## src/rtl/ip_tx_pkg.sv

```systemverilog
// Shared definitions for the per-client TX packet buffer: FSM state
// encoding and the bit offsets of the control flags stored above the data
// word in each buffer entry.
package ip_tx_pkg;

   typedef enum logic [1:0] {
      TXB_IDLE = 2'd0,
      TXB_REQ  = 2'd1,
      TXB_XFER = 2'd2
   } txb_state_t;

   // Entry layout is {dwen, eop, sop, data}; offsets are relative to the
   // data width.
   localparam int ENT_SOP_OFS  = 0;
   localparam int ENT_EOP_OFS  = 1;
   localparam int ENT_DWEN_OFS = 2;
   localparam int ENT_CTRL_W   = 3;

endpackage

```

## src/rtl/ip_tx_pkt_buf_if.sv

```systemverilog
// Client-write and arbiter-facing signals of the TX packet buffer.
// master: the client/arbiter side; slave: the buffer itself.
interface ip_tx_pkt_buf_if #(
   parameter int c_DATA_WIDTH = 64,
   parameter int c_ADDR_WIDTH = 5
);
   logic                    wr_en;
   logic [c_DATA_WIDTH-1:0] wr_din;
   logic                    wr_sop;
   logic                    wr_eop;
   logic                    wr_dwen;
   logic                    wr_full;
   logic                    wr_abort;
   logic                    tx_req;
   logic [c_DATA_WIDTH-1:0] tx_dout;
   logic                    tx_sop;
   logic                    tx_eop;
   logic                    tx_dwen;
   logic                    tx_rdy;
   logic [c_ADDR_WIDTH:0]   pkt_cnt;
   logic                    overflow;

   modport master (
      output wr_en, wr_din, wr_sop, wr_eop, wr_dwen, wr_abort, tx_rdy,
      input  wr_full, tx_req, tx_dout, tx_sop, tx_eop, tx_dwen, pkt_cnt, overflow
   );

   modport slave (
      input  wr_en, wr_din, wr_sop, wr_eop, wr_dwen, wr_abort, tx_rdy,
      output wr_full, tx_req, tx_dout, tx_sop, tx_eop, tx_dwen, pkt_cnt, overflow
   );
endinterface

```

## src/rtl/ip_tx_pkt_ram.sv

```systemverilog
// Simple dual-port RAM: synchronous write, asynchronous (show-ahead) read.
module ip_tx_pkt_ram #(
   parameter int c_WIDTH      = 67,
   parameter int c_ADDR_WIDTH = 5
) (
   input  logic                    clk,
   input  logic                    we,
   input  logic [c_ADDR_WIDTH-1:0] waddr,
   input  logic [c_WIDTH-1:0]      wdata,
   input  logic [c_ADDR_WIDTH-1:0] raddr,
   output logic [c_WIDTH-1:0]      rdata
);
   logic [c_WIDTH-1:0] mem [2**c_ADDR_WIDTH];

   // Storage write port; contents are not reset.
   always_ff @(posedge clk) begin
      if (we) mem[waddr] <= wdata;
   end

   assign rdata = mem[raddr];
endmodule

```

## src/rtl/ip_tx_pkt_buf.sv

```systemverilog
// Store-and-forward TX packet buffer feeding one arbiter input. Requests the
// arbiter only once a complete packet is held, then streams it bubble-free.
// Optional macro IP_TX_PKT_ABORT_EN enables wr_abort (rewind the write
// pointer to the start of the packet being written).
import ip_tx_pkg::*;

module ip_tx_pkt_buf #(
   parameter int c_DATA_WIDTH = 64,
   parameter int c_ADDR_WIDTH = 5
) (
   input logic             clk,
   input logic             rst,
   ip_tx_pkt_buf_if.slave  bus
);
   localparam int EW = c_DATA_WIDTH + ENT_CTRL_W;
   localparam logic [c_ADDR_WIDTH:0] ONE = 1;

   logic [c_ADDR_WIDTH:0] wr_ptr, rd_ptr, rewind_ptr;
   logic [c_ADDR_WIDTH:0] pkt_cnt_q, pkt_cnt_nxt;
   logic                  overflow_q;
   txb_state_t            state, state_nxt;
   logic [EW-1:0]         wr_entry, head;
   logic                  full, empty, wr_acc, abort_acc, pop, head_eop, tx_req;

   assign full  = (wr_ptr[c_ADDR_WIDTH-1:0] == rd_ptr[c_ADDR_WIDTH-1:0]) &&
                  (wr_ptr[c_ADDR_WIDTH] != rd_ptr[c_ADDR_WIDTH]);
   assign empty = (wr_ptr == rd_ptr);

`ifdef IP_TX_PKT_ABORT_EN
   logic [c_ADDR_WIDTH:0] pkt_start_ptr;
   logic                  pkt_open;

   // An abort only rewinds while a packet is open (SOP seen, EOP not yet).
   assign abort_acc  = bus.wr_abort && pkt_open;
   assign wr_acc     = bus.wr_en && !full && !abort_acc;
   assign rewind_ptr = pkt_start_ptr;

   // Track where the packet currently being written started.
   always_ff @(posedge clk or posedge rst) begin
      if (rst) begin
         pkt_start_ptr <= '0;
         pkt_open      <= 1'b0;
      end else if (abort_acc) begin
         pkt_open <= 1'b0;
      end else if (wr_acc) begin
         if (bus.wr_sop) begin
            pkt_start_ptr <= wr_ptr;
            pkt_open      <= !bus.wr_eop;
         end else if (bus.wr_eop) begin
            pkt_open <= 1'b0;
         end
      end
   end
`else
   logic unused_abort;
   assign unused_abort = bus.wr_abort;
   assign abort_acc    = 1'b0;
   assign wr_acc       = bus.wr_en && !full;
   assign rewind_ptr   = wr_ptr;
`endif

   assign wr_entry = {bus.wr_dwen, bus.wr_eop, bus.wr_sop, bus.wr_din};

   ip_tx_pkt_ram #(.c_WIDTH(EW), .c_ADDR_WIDTH(c_ADDR_WIDTH)) u_ram (
      .clk   (clk),
      .we    (wr_acc),
      .waddr (wr_ptr[c_ADDR_WIDTH-1:0]),
      .wdata (wr_entry),
      .raddr (rd_ptr[c_ADDR_WIDTH-1:0]),
      .rdata (head)
   );

   // Words only leave while the arbiter has granted us (REQ or XFER).
   assign pop      = bus.tx_rdy && !empty && (state == TXB_REQ || state == TXB_XFER);
   assign head_eop = head[c_DATA_WIDTH + ENT_EOP_OFS];

   // Write pointer: advance on accepted writes, rewind on abort.
   always_ff @(posedge clk or posedge rst) begin
      if (rst)            wr_ptr <= '0;
      else if (abort_acc) wr_ptr <= rewind_ptr;
      else if (wr_acc)    wr_ptr <= wr_ptr + ONE;
   end

   // Read pointer, packet count, sticky overflow and FSM state.
   always_ff @(posedge clk or posedge rst) begin
      if (rst) begin
         rd_ptr     <= '0;
         pkt_cnt_q  <= '0;
         overflow_q <= 1'b0;
         state      <= TXB_IDLE;
      end else begin
         if (pop) rd_ptr <= rd_ptr + ONE;
         pkt_cnt_q <= pkt_cnt_nxt;
         if (bus.wr_en && full && !abort_acc) overflow_q <= 1'b1;
         state <= state_nxt;
      end
   end

   // Complete-packet count and next-state / tx_req decode.
   always_comb begin
      pkt_cnt_nxt = pkt_cnt_q;
      state_nxt   = state;
      tx_req      = 1'b0;
      if ((wr_acc && bus.wr_eop) && !(pop && head_eop)) pkt_cnt_nxt = pkt_cnt_q + ONE;
      else if (!(wr_acc && bus.wr_eop) && (pop && head_eop)) pkt_cnt_nxt = pkt_cnt_q - ONE;
      case (state)
         TXB_IDLE: if (pkt_cnt_q != '0) state_nxt = TXB_REQ;
         TXB_REQ: begin
            tx_req = 1'b1;
            if (pop) begin
               if (!head_eop)              state_nxt = TXB_XFER;
               else if (pkt_cnt_nxt != '0) state_nxt = TXB_REQ;
               else                        state_nxt = TXB_IDLE;
            end
         end
         TXB_XFER: begin
            if (pop && head_eop) state_nxt = (pkt_cnt_nxt != '0) ? TXB_REQ : TXB_IDLE;
         end
         default: state_nxt = TXB_IDLE;
      endcase
   end

   assign bus.tx_req   = tx_req;
   assign bus.tx_dout  = empty ? '0   : head[c_DATA_WIDTH-1:0];
   assign bus.tx_sop   = empty ? 1'b0 : head[c_DATA_WIDTH + ENT_SOP_OFS];
   assign bus.tx_eop   = empty ? 1'b0 : head_eop;
   assign bus.tx_dwen  = empty ? 1'b0 : head[c_DATA_WIDTH + ENT_DWEN_OFS];
   assign bus.wr_full  = full;
   assign bus.pkt_cnt  = pkt_cnt_q;
   assign bus.overflow = overflow_q;
endmodule
```

## src/flat_wrapper.sv

```systemverilog
// flat-port wrapper written by rule: the top's interface ports become plain ports
module ip_tx_pkt_buf_flat 
#(
   parameter int c_DATA_WIDTH = 64,
   parameter int c_ADDR_WIDTH = 5
)
  (clk, rst, bus_wr_en, bus_wr_din, bus_wr_sop, bus_wr_eop, bus_wr_dwen, bus_wr_abort, bus_tx_rdy, bus_wr_full, bus_tx_req, bus_tx_dout, bus_tx_sop, bus_tx_eop, bus_tx_dwen, bus_pkt_cnt, bus_overflow);
  ip_tx_pkt_buf_if #(.c_DATA_WIDTH(c_DATA_WIDTH), .c_ADDR_WIDTH(c_ADDR_WIDTH)) bus_i ();
  input logic clk;
  input logic rst;
  input wire logic [$bits(bus_i.wr_en)-1:0] bus_wr_en;
  input wire logic [$bits(bus_i.wr_din)-1:0] bus_wr_din;
  input wire logic [$bits(bus_i.wr_sop)-1:0] bus_wr_sop;
  input wire logic [$bits(bus_i.wr_eop)-1:0] bus_wr_eop;
  input wire logic [$bits(bus_i.wr_dwen)-1:0] bus_wr_dwen;
  input wire logic [$bits(bus_i.wr_abort)-1:0] bus_wr_abort;
  input wire logic [$bits(bus_i.tx_rdy)-1:0] bus_tx_rdy;
  output wire logic [$bits(bus_i.wr_full)-1:0] bus_wr_full;
  output wire logic [$bits(bus_i.tx_req)-1:0] bus_tx_req;
  output wire logic [$bits(bus_i.tx_dout)-1:0] bus_tx_dout;
  output wire logic [$bits(bus_i.tx_sop)-1:0] bus_tx_sop;
  output wire logic [$bits(bus_i.tx_eop)-1:0] bus_tx_eop;
  output wire logic [$bits(bus_i.tx_dwen)-1:0] bus_tx_dwen;
  output wire logic [$bits(bus_i.pkt_cnt)-1:0] bus_pkt_cnt;
  output wire logic [$bits(bus_i.overflow)-1:0] bus_overflow;
  assign bus_i.wr_en = bus_wr_en;
  assign bus_i.wr_din = bus_wr_din;
  assign bus_i.wr_sop = bus_wr_sop;
  assign bus_i.wr_eop = bus_wr_eop;
  assign bus_i.wr_dwen = bus_wr_dwen;
  assign bus_i.wr_abort = bus_wr_abort;
  assign bus_i.tx_rdy = bus_tx_rdy;
  assign bus_wr_full = bus_i.wr_full;
  assign bus_tx_req = bus_i.tx_req;
  assign bus_tx_dout = bus_i.tx_dout;
  assign bus_tx_sop = bus_i.tx_sop;
  assign bus_tx_eop = bus_i.tx_eop;
  assign bus_tx_dwen = bus_i.tx_dwen;
  assign bus_pkt_cnt = bus_i.pkt_cnt;
  assign bus_overflow = bus_i.overflow;
  ip_tx_pkt_buf #(.c_DATA_WIDTH(c_DATA_WIDTH), .c_ADDR_WIDTH(c_ADDR_WIDTH)) u_core (.clk(clk), .rst(rst), .bus(bus_i));
endmodule
```

## config.mk

```make
export PLATFORM = sky130hd
export DESIGN_NAME = ip_tx_pkt_buf_flat
export DESIGN_NICKNAME = d
export VERILOG_FILES = /design/src/rtl/ip_tx_pkg.sv /design/src/rtl/ip_tx_pkt_buf_if.sv /design/src/rtl/ip_tx_pkt_ram.sv /design/src/rtl/ip_tx_pkt_buf.sv /design/src/flat_wrapper.sv
export SDC_FILE = /design/constraint.sdc
export NUM_CORES = 2
export LEC_CHECK = 0
export ABC_CLOCK_PERIOD_IN_PS = 7100
export CAP_MARGIN = 25
export CORE_ASPECT_RATIO = 1.75
export CORE_UTILIZATION = 62
export CTS_CLUSTER_DIAMETER = 30
export DETAILED_ROUTE_END_ITERATION = 12
export GPL_TIMING_DRIVEN = 0
export PLACE_DENSITY = 0.78
export RECOVER_POWER = 25
export SETUP_SLACK_MARGIN = 0.3
export SLEW_MARGIN = 25
export SYNTH_ARGS = -nofsm -noshare
export SYNTH_HDL_FRONTEND = slang
export SYNTH_SLANG_ARGS = --single-unit
```

## constraint.sdc

```tcl
create_clock -name clk -period 7.1 [get_ports clk]
set_input_delay 1.42 -clock clk [delete_from_list [all_inputs] [get_ports clk]]
set_output_delay 1.42 -clock clk [all_outputs]
set_load 0.02 [all_outputs]
```

==> flow_summary.ini <==
[setup_path]
regToRegEndpoint = u_core.u_ram.mem[13][33]$_DFFE_PP_
cp-start-kind = flip-flop
arrival_ps = 5440
path_max_fanout = 10
reg2reg_depth = 12
critPathCapture = bus_tx_dout[62]
r2r_slack_ps = 2310
crit_path_end_kind = output port
rr_startpoint = u_core.rd_ptr[2]$_DFFE_PP0P_
cp-startpoint = u_core.rd_ptr[1]$_DFFE_PP0P_
worstPathRequired_ps = 5680
worstSetupPathType = flip-flop to output port

[floorplanning]
std_cell_rows = 177
die_area_mm2 = 0.135
core_area_mm2 = 0.133
die_y_um = 486
start_util_pct = 62.4
die_w_um = 278
io-pin-count = 148

[placed_design]
dpl.hpwl_um = 140000
placement.io_buffers = 146
gp_congestion = 0.820
dp.cells = 5304
dp_slack_ps = 1060

[timing]
max_slew_margin_pct = -4.14
rsz0062_at_grt = no
period_needed_ps = 6860
fin_ws_ps = 239
worst_pin_slew_ps = 1560
min_period_over_period_pct = 96.6
hold_violations = 0
slew_violations = 99
max_freq_ghz = 0.146
fin_worst_skew_ps = 37.0
setup_viol = 0

[grt]
grt.busiest_layer = met2
grt.met2_usage_pct = 63.8
grt_max_degree = 35
grt_pass1_vias = 44353
track_usage_pct = 37.5
grt_pass1_wl_um = 343000
grt_overflow_total = 0
grtUsageMet1_pct = 43.7
antenna_found_initial = 15
grtUsageMet3_pct = 7.73

[logic_synthesis]
yosysWarnings = 0
synth_nets = 3405
ys_seq_elements = 2165
async_reset_ff_share_pct = 0.970
synth_top_area_share_pct = 77.7
syn_area_per_cell_um2 = 24.9
synth_area_mm2 = 0.0828
synth_edf_count = 2144
synthCells = 3321
ys.flop_type = edfxtp_1
yosysTopAreaCell = edfxtp_1
yosys-top-cells-area = edfxtp_1 (78%), mux4_2 (18%), mux2i_1 (0.94%), dfrtp_1 (0.63%), nor2_1 (0.49%)
yosysUniqueCellTypes = 54
synth_seq_area_share_pct = 78.4

[detailed_routing]
first_pass_iters = 7
vias_per_cell = 7.53
wl_um = 247000
drtIter0Drc = 6776
wl_per_cell_um = 43.2
drc = 0
dr_total_vias = 43118
drtAntennaViolNets = 0

[pwr]
power.leakage_nw = 31.1
powerDensity_mw_per_mm2 = 426
finalPower_mw = 41.5
irDropWorstVdd_mv = 0.397

[clock_tree]
cts_tree = built
clk_pin_slew_ps = 70
numCtsBuffers = 221
root_buffer = clkbuf_16
cts.path.max_buffers = 3
ctsHtreeMaxLevel = 4
postCtsSetupBuffers = 0
cts_sinks = 2165
clkLatencyLatePin_ps = 850

[outcome]
violations = max-capacitance violations, max-slew violations
status = finished, violations left

[final_layout]
final_cell_mix = edfxtp_1 (2144), mux4_2 (662), clkbuf_16 (224)
syn_to_final_growth_pct = 17.7
drive_gt1_share_pct = 33.1
mostFrequentLayoutCell = edfxtp_1
nNetsFinal = 3913
fin_cells = 5727

[hold_path]
hp-class = flip-flop to flip-flop

[flow_run]
drv_cap = 4
[kinds of logic after synthesis]
logic type / share of synthesized area (%)
DFF: 78.4
and+or+nand+nor: 0.861
adders and majority gates: 0.181
AOI/OAI and AO/OA: 0.366
buffers and inverters: 1.03
xor gates and xnor gates: 0.213
muxes: 19.0
[flip-flops by register name (all words and copies together), names as in the netlist]
| signal | cells |
|---|---|
| u_core.bus.overflow | 1 |
| u_core.u_ram.mem | 2144 |
| u_core.rd_ptr | 6 |
| u_core.rewind_ptr | 6 |
| u_core.state | 2 |
| u_core.bus.pkt_cnt | 6 |
[how the worst min path moves through the flow]
| stage | slack, ps | start | to | depth (start not counted) |
|---|---|---|---|---|
| 4_1_cts | 470 | u_core.bus.overflow$_DFFE_PP0P_ | u_core.bus.overflow$_DFFE_PP0P_ | 1 |
| 6_report | 470 | u_core.bus.overflow$_DFFE_PP0P_ | u_core.bus.overflow$_DFFE_PP0P_ | 1 |
| 3_5_place_dp | 460 | u_core.bus.overflow$_DFFE_PP0P_ | u_core.bus.overflow$_DFFE_PP0P_ | 1 |
| 5_1_grt | 490 | u_core.bus.overflow$_DFFE_PP0P_ | u_core.bus.overflow$_DFFE_PP0P_ | 1 |
| 3_3_place_gp | 440 | u_core.bus.overflow$_DFFE_PP0P_ | u_core.bus.overflow$_DFFE_PP0P_ | 1 |
| 2_1_floorplan | 460 | u_core.rd_ptr[5]$_DFFE_PP0P_ | u_core.rd_ptr[5]$_DFFE_PP0P_ | 1 |
[metal layers]
layer  part of all wire [%]  vias up
met3                     11     1005
met4                    7.2       10
met2                     52     4257
met5                  0.028        -
li1                       -    15459
met1                     30    22387
[stage by stage]
step	utilization, %	hold slack (ps)	area [um2]	setup TNS [ps]
2_1_floorplan	-	460	82800	0
6_report	73.5	471	97500	0
3_5_place_dp	67.8	456	90000	0
3_3_place_gp	65.1	438	86400	-6239460
4_1_cts	73.6	467	97700	0
5_1_grt	73.5	491	97500	0
[final cells by class]
type | instances | area [um2]
Sequential cell | 2165 | 64900
Fill cell | 6364 | 35200
Multi-Input combinational cell | 968 | 17300
Clock buffer | 245 | 5680
Timing Repair Buffer | 285 | 4560
Tap cell | 1700 | 2130
Clock inverter | 167 | 1970
Buffer | 175 | 835
Inverter | 13 | 48.8
Antenna cell | 9 | 22.5
[repair_timing]
action	4_1_cts	5_1_grt
endpoints found under the setup margin	29	1
resized for setup	2	3
hold buffers	0	0
[cells in the mapped netlist (2+ instances only)]
| library cell | number |
|---|---|
| edfxtp_1 | 2144 |
| mux4_2 | 662 |
| nor2_1 | 109 |
| mux2i_1 | 78 |
| clkbuf_1 | 77 |
| buf_2 | 72 |
| dfrtp_1 | 21 |
| buf_1 | 20 |
| inv_1 | 13 |
| nand2_1 | 13 |
| ha_1 | 12 |
| xnor2_1 | 11 |
| nand3_1 | 9 |
| xor2_1 | 6 |
| buf_6 | 5 |
| o21ai_0 | 5 |
| a211oi_1 | 4 |
| a22oi_1 | 4 |
| and3_1 | 4 |
| nand4_1 | 4 |
| mux2_2 | 3 |
| nand3b_1 | 3 |
| nor2b_1 | 3 |
| a21o_1 | 2 |
| a21oi_1 | 2 |
| a311oi_1 | 2 |
| a31oi_1 | 2 |
| nor3_1 | 2 |
| nor4_1 | 2 |
| o2111ai_1 | 2 |
| or3b_2 | 2 |
[critical path: stages, from the launching register on]
cell and delay [ps]:
dfrtp_1 440, buf_6 180, buf_12 150, buf_6 260
clkbuf_2 640, clkbuf_1 840, mux4_2 410, mux4_2 490
mux2i_1 470, nor2_1 110, clkdlybuf4s50_1 590
[power breakdown]
| group | internal (mW) | total (mW) | switching, mW | leakage (nW) |
|---|---|---|---|---|
| logic | 5.98 | 14.0 | 8.05 | 7.80 |
| clock network | 6.85 | 12.3 | 5.48 | 3.69 |
| registers | 14.9 | 15.2 | 0.295 | 19.6 |
| total | 27.7 | 41.5 | 13.8 | 31.1 |
Power figures use the tool's default switching activity.
